File: src/rtl/csa_accum_ctrl.sv
// Carry-save accumulation controller: reduces a job of 0..M operands into a
// redundant sum/carry pair, then resolves once and offers the binary total.
module csa_accum_ctrl #(
  parameter int N  = 6,
  parameter int M  = 8,
  parameter int CW = $clog2(M + 1),
  parameter int W  = N + $clog2(M)
) (
  input  logic          clk,
  input  logic          rst_n,
  input  logic          start,
  input  logic [CW-1:0] num_ops,
  input  logic          op_valid,
  input  logic [N-1:0]  op_data,
  output logic          op_ready,
  output logic          res_valid,
  output logic [W-1:0]  res_data,
  input  logic          res_ready,
  output logic          busy
);

  typedef enum logic [1:0] {
    S_IDLE    = 2'd0,
    S_ACCUM   = 2'd1,
    S_RESOLVE = 2'd2,
    S_DONE    = 2'd3
  } state_t;

  state_t        r_state;
  logic [W-1:0]  r_sum;
  logic [W-1:0]  r_carry;
  logic [W-1:0]  r_res;
  logic [CW-1:0] r_remain;
  logic          r_op_ready;
  logic          r_res_valid;
  logic          r_busy;

  logic [W-1:0]  w_x;
  logic [W-1:0]  w_maj;
  logic [W-1:0]  w_carry_next;
  logic [CW-1:0] w_count;
  logic          w_accept;

  assign w_x          = W'(op_data);
  assign w_maj        = (r_sum & r_carry) | (r_sum & w_x) | (r_carry & w_x);
  assign w_carry_next = {w_maj[W-2:0], 1'b0};
  assign w_count      = (num_ops > CW'(M)) ? CW'(M) : num_ops;
  // Handshake uses the registered ready, so no input ever reaches an output.
  assign w_accept     = op_valid && r_op_ready;

  // NOTE: all state below is written with non-blocking assignments so every
  // register samples the pre-edge values of its neighbours.
  always_ff @(posedge clk or negedge rst_n) begin
    if (!rst_n) begin
      r_state     <= S_IDLE;
      r_sum       <= '0;
      r_carry     <= '0;
      r_res       <= '0;
      r_remain    <= '0;
      r_op_ready  <= 1'b0;
      r_res_valid <= 1'b0;
      r_busy      <= 1'b0;
    end else begin
      case (r_state)
        S_IDLE: begin
          if (start) begin
            r_sum    <= '0;
            r_carry  <= '0;
            r_remain <= w_count;
            r_busy   <= 1'b1;
            if (w_count != '0) begin
              r_state    <= S_ACCUM;
              r_op_ready <= 1'b1;
            end else begin
              r_state <= S_RESOLVE;
            end
          end
        end
        S_ACCUM: begin
          if (w_accept) begin
            r_sum    <= r_sum ^ r_carry ^ w_x;
            r_carry  <= w_carry_next;
            r_remain <= r_remain - 1'b1;
            if (r_remain == CW'(1)) begin
              r_state    <= S_RESOLVE;
              r_op_ready <= 1'b0;
            end
          end
        end
        S_RESOLVE: begin
          r_res       <= r_sum + r_carry;
          r_res_valid <= 1'b1;
          r_state     <= S_DONE;
        end
        S_DONE: begin
          if (res_ready) begin
            r_res_valid <= 1'b0;
            r_busy      <= 1'b0;
            r_state     <= S_IDLE;
          end
        end
        default: begin
          r_state     <= S_IDLE;
          r_op_ready  <= 1'b0;
          r_res_valid <= 1'b0;
          r_busy      <= 1'b0;
        end
      endcase
    end
  end

  assign op_ready  = r_op_ready;
  assign res_valid = r_res_valid;
  assign res_data  = r_res;
  assign busy      = r_busy;

endmodule

File: config.mk
export PLATFORM = sky130hd
export DESIGN_NAME = csa_accum_ctrl
export DESIGN_NICKNAME = d
export VERILOG_FILES = /design/src/rtl/csa_accum_ctrl.sv
export SDC_FILE = /design/constraint.sdc
export NUM_CORES = 1
export LEC_CHECK = 0
export ABC_AREA = 1
export CORE_UTILIZATION = 59
export DETAILED_ROUTE_END_ITERATION = 12
export GPL_ROUTABILITY_DRIVEN = 0
export GPL_TIMING_DRIVEN = 0
export PLACE_DENSITY = 0.88
export REMOVE_ABC_BUFFERS = 1
export SLEW_MARGIN = 5
export SYNTH_ARGS = -nofsm -noshare
export SYNTH_HDL_FRONTEND = slang
export SYNTH_SLANG_ARGS = --single-unit
File: constraint.sdc
create_clock -name clk -period 3.75 [get_ports clk]
set_input_delay 0.5625 -clock clk [delete_from_list [all_inputs] [get_ports clk]]
set_output_delay 0.5625 -clock clk [all_outputs]
set_load 0.005 [all_outputs]
==> results.sh, run 1 <==
export IMPL_postCtsHoldBufs=0
export IMPL_grt_max_degree=36
export IMPL_synth_most_common_cell="nand2_1"
export IMPL_slew_headroom_pct=48.9
export IMPL_final_util_pct=71.2
export IMPL_r2r_cells=8
export IMPL_track_usage_pct=22.9
export IMPL_avgSynthCellArea_um2=8.61
export IMPL_async_reset_ff_share_pct=100
export IMPL_outcome="finished clean"
export IMPL_end_kind="register"
export IMPL_dpl_cell_area_mm2=0.00236
export IMPL_io_buffers=26
export IMPL_cp_start_kind="register"
export IMPL_crit_arrival_ps=2600
export IMPL_tns_ps=0
export IMPL_antenna_left=0
export IMPL_dpl_hpwl_mm=2.72
export IMPL_rr_startpoint="r_state[1]$_DFFE_PN0P_"
export IMPL_path_class="reg -> reg"
export IMPL_fin_crit_sh_pct=62.0
export IMPL_finalNonFillerCells=317
export IMPL_grt_pass1_wl_mm=6.19
export IMPL_die_y_um=61.8
export IMPL_irDropWorstVdd_mv=0.520
export IMPL_overflow=0
export IMPL_finalPower_mw=1.59
export IMPL_tritoncts="done"
export IMPL_synth_area_leaders="dfrtp_1, nand2_1, ha_1"
export IMPL_fillers=254
export IMPL_rsz0062_at_grt="no"
export IMPL_ios=27
export IMPL_drt_pass1_iter_count=5
export IMPL_synth_top_area_share_pct=41.5
export IMPL_wl_mm=3.69
export IMPL_grt_pass1_vias=1506
export IMPL_tightest_slew_ps=767
export IMPL_yosysTopAreaCell="dfrtp_1"
export IMPL_core_mm2=0.00339
export IMPL_diodes=0
export IMPL_numCtsBuffers=5
export IMPL_layout_drive_gt1_share_pct=8.86
export IMPL_hold_viol=0
export IMPL_clk_path_buf_depth=2
export IMPL_htree_num_levels=2
export IMPL_stdcell_area_mm2=0.00241
export IMPL_grt_antenna_before_repair=0
export IMPL_synth_edf_count=0
export IMPL_ys_types=31
export IMPL_cp_data_required_time_ps=4020
export IMPL_areaGrowthSynthToFinish_pct=14.4
export IMPL_yosys_warnings=0
export IMPL_drc=0
export IMPL_drtIter0Drc=55
export IMPL_yosysSeqAreaShare_pct=41.5
export IMPL_die_area_mm2=0.00382
export IMPL_clock_sinks=35
export IMPL_nets=306
export IMPL_ys_flop_type="dfrtp_1"
export IMPL_r2r_end="r_sum[0]$_DFFE_PN0P_"
export IMPL_fmax_ghz=0.430
export IMPL_ctsResizeCount=0
export IMPL_synthCells=245
export IMPL_final_min_clock_period_ps=2330
export IMPL_crit_start="r_state[1]$_DFFE_PN0P_"
export IMPL_r2r_setup_slack_ps=1420
export IMPL_ys_ff_latch=35
export IMPL_wl_per_cell_um=11.6
export IMPL_setup_viol=0
export IMPL_clock_root_buffer="clkbuf_4"
export IMPL_synth_area_mm2=0.00211
export IMPL_timing_final_max_slew_violations=0
export IMPL_vias=1618
export IMPL_viasPerCell=5.10
export IMPL_postCtsSetupBuffers=0
export IMPL_clk_latency_ps=350
export IMPL_finalClockSkew_ps=8.47
export IMPL_dp_cells=309
export IMPL_start_util_pct=62.2
export IMPL_power_density_mw_per_mm2=658
export IMPL_synthTopCellsByCount="nand2_1, dfrtp_1, inv_1, ha_1, nand3_1"
export IMPL_cp_max_fo=34
export IMPL_clk_pin_slew_ps=110
export IMPL_drv_cap=0
export IMPL_hp_class="in -> async"
export IMPL_leakagePower_nw=1.20
export IMPL_dieWidth_um=61.8
export IMPL_rows=21
-- how the worst max path moves through the flow --
stage	endpoint	slack, ps	cells after the start
after floorplan	r_sum[0]$_DFFE_PN0P_	1920	8
final	r_sum[0]$_DFFE_PN0P_	1420	8
after global placement	res_data[1]$_DFFE_PN0P_	1380	1
after CTS	r_sum[0]$_DFFE_PN0P_	1410	8
after global routing	r_sum[0]$_DFFE_PN0P_	1180	8
after detailed placement	r_sum[0]$_DFFE_PN0P_	1430	8
-- per-stage QoR --
stage	hold WS [ps]	worst slack, ps
after floorplan	267	1920
after global placement	453	1380
after detailed placement	458	1430
after CTS	284	1410
after global routing	311	1180
final	266	1420
-- power by group --
group / switching, mW / internal [mW] / leakage (nW)
sequential: 0.0886 / 0.491 / 0.462
clock: 0.131 / 0.0722 / 0.0282
combinational: 0.490 / 0.313 / 0.714
total: 0.710 / 0.877 / 1.20
-- routing by layer --
metal	up-vias	wire, um	GRT usage, %
li1	843	-	-
met1	736	1730	27.7
met2	33	1760	37.8
met3	6	143	7.25
met4	0	51	9.84
met5	-	0	0
-- placed cells by master, fill, tap and decap left out, drive strengths merged --
cell            n
a21oi           4
a22oi           1
buf             1
clkbuf          6
clkdlybuf4s50  25
clkinv          1
clkinvlp        1
dfrtp          35
fa              6
ha             15
inv            27
nand2          83
nand3          16
nand3b          2
nand4           1
nor2            7
o21a            1
o21ai          27
o22ai           2
o2bb2ai         1
o31ai           4
or2             2
xnor2           2
xor2            1
-- layout make-up --
type | instances | area (um^2) | area share, %
multi-input combinational | 175 | 1070 | 44.2
sequential | 35 | 876 | 36.3
timing repair buffer | 26 | 255 | 10.6
inverter | 27 | 104 | 4.31
tap | 46 | 57.6 | 2.39
clock buffer | 6 | 41.3 | 1.71
clock inverter | 2 | 12.5 | 0.519
-- registers in the layout, indices dropped and copies added, names as in the netlist --
| signal | count |
|---|---|
| r_remain | 4 |
| busy | 1 |
| res_valid | 1 |
| r_carry | 8 |
| r_sum | 9 |
| op_ready | 1 |
| r_state | 2 |
| res_data | 9 |
-- critical path, cell delays in order (launching register included) --
cell	delay, ps
dfrtp_1	430
inv_1	120
ha_1	590
inv_4	180
nand2_4	130
nand3_4	330
inv_2	280
nand3_1	90
o21ai_0	100
-- cells by family (layout without fill, tap and decap cells) --
group,Yosys count,after routing,synth area share (%)
buffers and inverters,35,61,7.89
XOR/XNOR,3,3,1.25
AND/OR/NAND/NOR,111,111,22.5
AO/OA/AOI/OAI,40,40,12.2
flip-flops,35,35,41.5
adder cells (fa/ha/maj),21,21,14.6
(Power assumes the default switching activity.)
==> run 2, diff against run 1 <==
--- a/config.mk
+++ b/config.mk
@@ -6,11 +6,11 @@
 export NUM_CORES = 1
 export LEC_CHECK = 0
 export ABC_AREA = 1
-export CORE_UTILIZATION = 59
+export CORE_UTILIZATION = 55
 export DETAILED_ROUTE_END_ITERATION = 12
 export GPL_ROUTABILITY_DRIVEN = 0
 export GPL_TIMING_DRIVEN = 0
-export PLACE_DENSITY = 0.88
+export PLACE_DENSITY = 0.83
 export REMOVE_ABC_BUFFERS = 1
 export SLEW_MARGIN = 5
 export SYNTH_ARGS = -nofsm -noshare
==> constraint.sdc (replaced) <==
create_clock -name clk -period 2.35 [get_ports clk]
set_input_delay 0.3525 -clock clk [delete_from_list [all_inputs] [get_ports clk]]
set_output_delay 0.3525 -clock clk [all_outputs]
set_load 0.005 [all_outputs]
==> run 2 against run 1 <==
Effect of this change: sequential cell count did not move; global-route usage down 1.7 points; cell count is 0.63% higher; maximum frequency rose by 13%; count of clock-buffer cells in the layout increased by 1; critical path depth did not move.
==> results.sh, run 2 (synthesis results as in run 1) <==
export IMPL_nets=306
export IMPL_path_class="reg -> reg"
export IMPL_fin_crit_sh_pct=87.9
export IMPL_rows=22
export IMPL_dp_cells=311
export IMPL_critical_path_cell_chain="inv_1 -> ha_2 -> inv_4 -> nand2_4 -> nand3_4 -> inv_2 -> nand3_1 -> o21ai_0"
export IMPL_netSwitchingFraction_pct=42.2
export IMPL_max_stage_delay_ps=420
export IMPL_setup_viol=0
export IMPL_cell_internal_pwr_mw=1.55
export IMPL_crit_arrival_ps=2280
export IMPL_track_usage_pct=21.2
export IMPL_fillers=316
export IMPL_clock_root_buffer="clkbuf_8"
export IMPL_cp_data_required_time_ps=2560
export IMPL_crit_family="buffers and inverters"
export IMPL_drtIter0Drc=76
export IMPL_postCtsHoldBufs=0
export IMPL_hp_class="in -> async"
export IMPL_p_clk_share_pct=18.2
export IMPL_core_mm2=0.00366
export IMPL_areaGrowthSynthToFinish_pct=17.0
export IMPL_clock_sinks=35
export IMPL_vias=1617
export IMPL_dpl_hpwl_mm=2.68
export IMPL_clk_pin_slew_ps=70
export IMPL_die_y_um=63.9
export IMPL_final_min_clock_period_ps=2060
export IMPL_finalNonFillerCells=319
export IMPL_antenna_left=0
export IMPL_outcome="finished clean"
export IMPL_grt_pass1_vias=1483
export IMPL_leakagePower_nw=1.23
export IMPL_seq_power_share_pct=34.3
export IMPL_numCtsBuffers=5
export IMPL_finalPower_mw=2.69
export IMPL_start_util_pct=57.6
export IMPL_rsz0062_at_grt="no"
export IMPL_htree_num_levels=2
export IMPL_drc=0
export IMPL_power_frac_comb_pct=47.5
export IMPL_slew_headroom_pct=49.5
export IMPL_io_buffers=26
export IMPL_final_common_cell="nand2_1"
export IMPL_overflow=0
export IMPL_end_kind="register"
export IMPL_drv_cap=0
export IMPL_layout_drive_gt1_share_pct=9.59
export IMPL_wl_mm=3.65
export IMPL_pre_cts_slack_ps=54.1
export IMPL_cp_max_fo=34
export IMPL_finalClockSkew_ps=4.91
export IMPL_grt_max_degree=36
export IMPL_wl_per_cell_um=11.5
export IMPL_viasPerCell=5.07
export IMPL_clk_latency_ps=300
export IMPL_most_common_layout_cells="nand2_1, dfrtp_1, inv_1, clkdlybuf4s50_1, nand3_1"
export IMPL_diodes=0
export IMPL_tritoncts="done"
export IMPL_cp_start_kind="register"
export IMPL_clk_path_buf_depth=2
export IMPL_timing_final_max_slew_violations=0
export IMPL_grt_pass1_wl_mm=6.56
export IMPL_power_density_mw_per_mm2=1090
export IMPL_drt_pass1_iter_count=4
export IMPL_irDropWorstVdd_mv=0.676
export IMPL_cp_slowest_cell="dfrtp_1"
export IMPL_finalWorstSetupSlack_ps=285
export IMPL_ios=27
export IMPL_dieWidth_um=63.9
export IMPL_fmax_ghz=0.484
export IMPL_p_switching_mw=1.13
export IMPL_tns_ps=0
export IMPL_grt_antenna_before_repair=0
export IMPL_hold_viol=0
export IMPL_cp_num_buf_inv=3
export IMPL_die_area_mm2=0.00409
export IMPL_tightest_slew_ps=758
[run 2: cell count changes in the layout (fill, tap and decap cells not counted)]
cell and change:
clkbuf_8 +7, clkbuf_1 -1, ha_2 +1, clkinv_2 -1, clkbuf_4 -5, ha_1 -1
[run 2: repair_timing]
| action | in CTS | in global routing |
|---|---|---|
| setup endpoints to repair | 0 | 9 |
| buffers inserted | 0 | 0 |
| gates resized for setup | 0 | 1 |
[run 2: layer usage]
metal  part of all wire, %  vias up  global-route usage (%)
met5                     0        -                       0
met4                   2.5        0                    11.1
met3                   4.2        5                    5.36
met2                    48       35                    33.4
met1                    46      740                    26.9
li1                      -      837                       -
[run 2: power by group through the flow]
stage	combinational, mW	sequential [mW]	clock [mW]
5_1_grt	1.46	0.955	0.525
2_1_floorplan	0.895	0.919	0
3_5_place_dp	1.27	0.937	0
6_report	1.28	0.923	0.489
3_3_place_gp	1.24	0.929	0
4_1_cts	1.28	0.926	0.505
[run 2: layout make-up]
| cell class | instances | area, um^2 | share of cell area (%) |
|---|---|---|---|
| well taps | 48 | 60.1 | 2.43 |
| repair buffers | 26 | 255 | 10.3 |
| flip-flops and latches | 35 | 876 | 35.5 |
| clock inverters | 1 | 7.51 | 0.304 |
| inverters | 27 | 104 | 4.21 |
| multi-input cells | 175 | 1070 | 43.3 |
| clock buffers | 7 | 96.3 | 3.90 |
[run 2: through the flow]
step / util, % / cell area [um^2] / hold slack [ps]
after detailed placement: 64.5 / 2360 / 468
after global routing: 67.4 / 2470 / 201
after floorplan: - / 2050 / 56.9
after CTS: 67.3 / 2460 / 151
final: 67.4 / 2470 / 126
after global placement: 64.6 / 2370 / 455
[run 2: worst paths after layout]
path,startpoint,end,slack [ps],cells after the start
hold reg to reg,res_data[2]$_DFFE_PN0P_,res_data[2]$_DFFE_PN0P_,480,2
max in group asynchronous,rst_n,r_carry[1]$_DFFE_PN0P_,1740,1
setup / recovery,r_state[1]$_DFFE_PN0P_,r_sum[0]$_DFFE_PN0P_,290,8
min in group clk,res_data[2]$_DFFE_PN0P_,res_data[2]$_DFFE_PN0P_,480,2
hold / removal,rst_n,res_data[7]$_DFFE_PN0P_,130,1
setup reg to reg,r_state[1]$_DFFE_PN0P_,r_sum[0]$_DFFE_PN0P_,290,8
==> run 3, diff against run 2 <==
--- a/config.mk
+++ b/config.mk
@@ -8,10 +8,11 @@
 export ABC_AREA = 1
 export CORE_UTILIZATION = 55
 export DETAILED_ROUTE_END_ITERATION = 12
-export GPL_ROUTABILITY_DRIVEN = 0
 export GPL_TIMING_DRIVEN = 0
+export HOLD_SLACK_MARGIN = 0.02
 export PLACE_DENSITY = 0.83
 export REMOVE_ABC_BUFFERS = 1
+export SETUP_SLACK_MARGIN = 0.3
 export SLEW_MARGIN = 5
 export SYNTH_ARGS = -nofsm -noshare
 export SYNTH_HDL_FRONTEND = slang
==> run 3 against run 2 <==
Effect of this change: core utilization up 0.55 points; combinational power up 4%; clock skew up 1.2 ps; sequential share of layout area down 0.29 points; critical path type unchanged; first-iteration DRC count down 25%; worst hold slack worse by 1.5 ps; cell count up 0.31%; global-route usage about the same; sequential cell count unchanged; die area unchanged; via count up 0.99%.
==> results.sh, run 3 (synthesis results as in run 1) <==
export IMPL_gp_congestion=0.854
export IMPL_outcome="finished clean"
export IMPL_rsz0062_at_grt="no"
export IMPL_overflow=0
export IMPL_critical_path_cell_chain="inv_1 -> ha_4 -> inv_4 -> nand2_4 -> nand3_2 -> nand2_1 -> o21ai_2"
export IMPL_drt_pass1_iter_count=4
export IMPL_tns_ps=0
export IMPL_pre_cts_slack_ps=54.1
export IMPL_vias=1633
export IMPL_p_clk_share_pct=17.9
export IMPL_cell_internal_pwr_mw=1.57
export IMPL_netSwitchingFraction_pct=42.8
export IMPL_areaGrowthSynthToFinish_pct=18.0
export IMPL_fmax_ghz=0.554
export IMPL_die_y_um=63.9
export IMPL_max_stage_delay_ps=420
export IMPL_viasPerCell=5.10
export IMPL_grt_max_degree=36
export IMPL_finalClockSkew_ps=6.12
export IMPL_slew_headroom_pct=48.8
export IMPL_postCtsSetupBuffers=0
export IMPL_dpl_cell_area_mm2=0.00236
export IMPL_cp_start_kind="register"
export IMPL_clock_sinks=35
export IMPL_finalWorstSetupSlack_ps=544
export IMPL_rows=22
export IMPL_clock_root_buffer="clkbuf_8"
export IMPL_track_usage_pct=21.3
export IMPL_clk_latency_ps=300
export IMPL_dpl_hpwl_mm=2.68
export IMPL_clk_path_buf_depth=2
export IMPL_start_util_pct=57.6
export IMPL_cp_slowest_cell="dfrtp_1"
export IMPL_postCtsHoldBufs=0
export IMPL_drv_cap=0
export IMPL_irDropWorstVdd_mv=0.610
export IMPL_diodes=0
export IMPL_most_common_layout_cells="nand2_1, dfrtp_1, inv_1, clkdlybuf4s50_1, nand3_1"
export IMPL_layout_drive_gt1_share_pct=9.93
export IMPL_drc=0
export IMPL_grt_pass1_vias=1482
export IMPL_die_area_mm2=0.00409
export IMPL_nets=307
export IMPL_setup_viol=0
export IMPL_cp_data_required_time_ps=2530
export IMPL_power_density_mw_per_mm2=1110
export IMPL_finalNonFillerCells=320
export IMPL_crit_arrival_ps=1990
export IMPL_tightest_slew_ps=768
export IMPL_htree_num_levels=2
export IMPL_ios=27
export IMPL_r2r_setup_slack_ps=540
export IMPL_hp_class="in -> async"
export IMPL_cp_max_fo=17
export IMPL_numCtsBuffers=5
export IMPL_core_mm2=0.00366
export IMPL_grt_pass1_wl_mm=6.57
export IMPL_grt_antenna_before_repair=0
export IMPL_leakagePower_nw=1.23
export IMPL_wl_mm=3.86
export IMPL_antenna_left=0
export IMPL_end_kind="register"
export IMPL_io_buffers=26
export IMPL_timing_final_max_slew_violations=0
export IMPL_p_switching_mw=1.18
export IMPL_hold_viol=0
export IMPL_clk_pin_slew_ps=70
export IMPL_wl_per_cell_um=12.1
export IMPL_drtIter0Drc=57
export IMPL_final_common_cell="nand2_1"
export IMPL_path_class="reg -> reg"
export IMPL_power_frac_comb_pct=48.4
export IMPL_stdcell_area_mm2=0.00249
export IMPL_dieWidth_um=63.9
export IMPL_dp_cells=311
export IMPL_tritoncts="done"
export IMPL_fin_crit_sh_pct=76.9
export IMPL_final_min_clock_period_ps=1810
export IMPL_seq_power_share_pct=33.7
-- run 3: cell types whose count changed in the layout (fill, tap and decap cells not counted), sizes merged --
cell,previous run,this run
nand3,16,17
-- run 3: layout make-up --
| type | instances | area [um^2] |
|---|---|---|
| tap | 48 | 60.1 |
| sequential | 35 | 876 |
| timing repair buffer | 26 | 255 |
| inverter | 27 | 104 |
| multi-input combinational | 176 | 1090 |
| clock inverter | 1 | 7.51 |
| clock buffer | 7 | 96.3 |
| fill | 312 | 1170 |
-- run 3: final timing paths --
| path | from | to | cells past startpoint |
|---|---|---|---|
| max | r_state[1]$_DFFE_PN0P_ | r_carry[2]$_DFFE_PN0P_ | 7 |
| min | rst_n | res_data[4]$_DFFE_PN0P_ | 1 |
| max reg2reg | r_state[1]$_DFFE_PN0P_ | r_carry[2]$_DFFE_PN0P_ | 7 |
| min reg2reg | res_data[2]$_DFFE_PN0P_ | res_data[2]$_DFFE_PN0P_ | 2 |
| max in group asynchronous | rst_n | r_carry[1]$_DFFE_PN0P_ | 1 |
| min in group clk | res_data[2]$_DFFE_PN0P_ | res_data[2]$_DFFE_PN0P_ | 2 |
-- run 3: per-layer routing --
| layer | track usage, % | vias up | share of wire (%) |
|---|---|---|---|
| met5 | 0 | - | 0 |
| met4 | 11.1 | 0 | 2.4 |
| met3 | 5.36 | 5 | 4.0 |
| met2 | 33.4 | 33 | 48 |
| met1 | 27.0 | 756 | 46 |
| li1 | - | 839 | - |
-- run 3: critical path: cells and delay by family, from the launching register on --
kind	cells	cell delay (ps)
and+or+nand+nor	3	660
DFF	1	420
adders and majority gates	1	280
buffers and inverters	2	270
AOI/OAI and AO/OA	1	60
-- run 3: power groups by stage --
stage	clock network (mW)	logic (mW)	registers (mW)
5_1_grt	0.525	1.52	0.958
2_1_floorplan	0	0.895	0.919
3_5_place_dp	0	1.27	0.937
6_report	0.492	1.33	0.927
3_3_place_gp	0	1.24	0.929
4_1_cts	0.505	1.30	0.931
-- run 3: per-stage QoR --
stage	hold slack [ps]	utilization, %	total power, mW
floorplan	56.9	-	1.81
global placement	455	64.6	2.17
detailed placement	468	64.5	2.21
CTS	151	67.7	2.74
global route	201	67.9	3.01
finish	124	67.9	2.75
-- run 3: what timing repair did --
item,CTS,global route
endpoints found under the setup margin,21,5
gates cloned,0,1
gates resized for setup,2,0
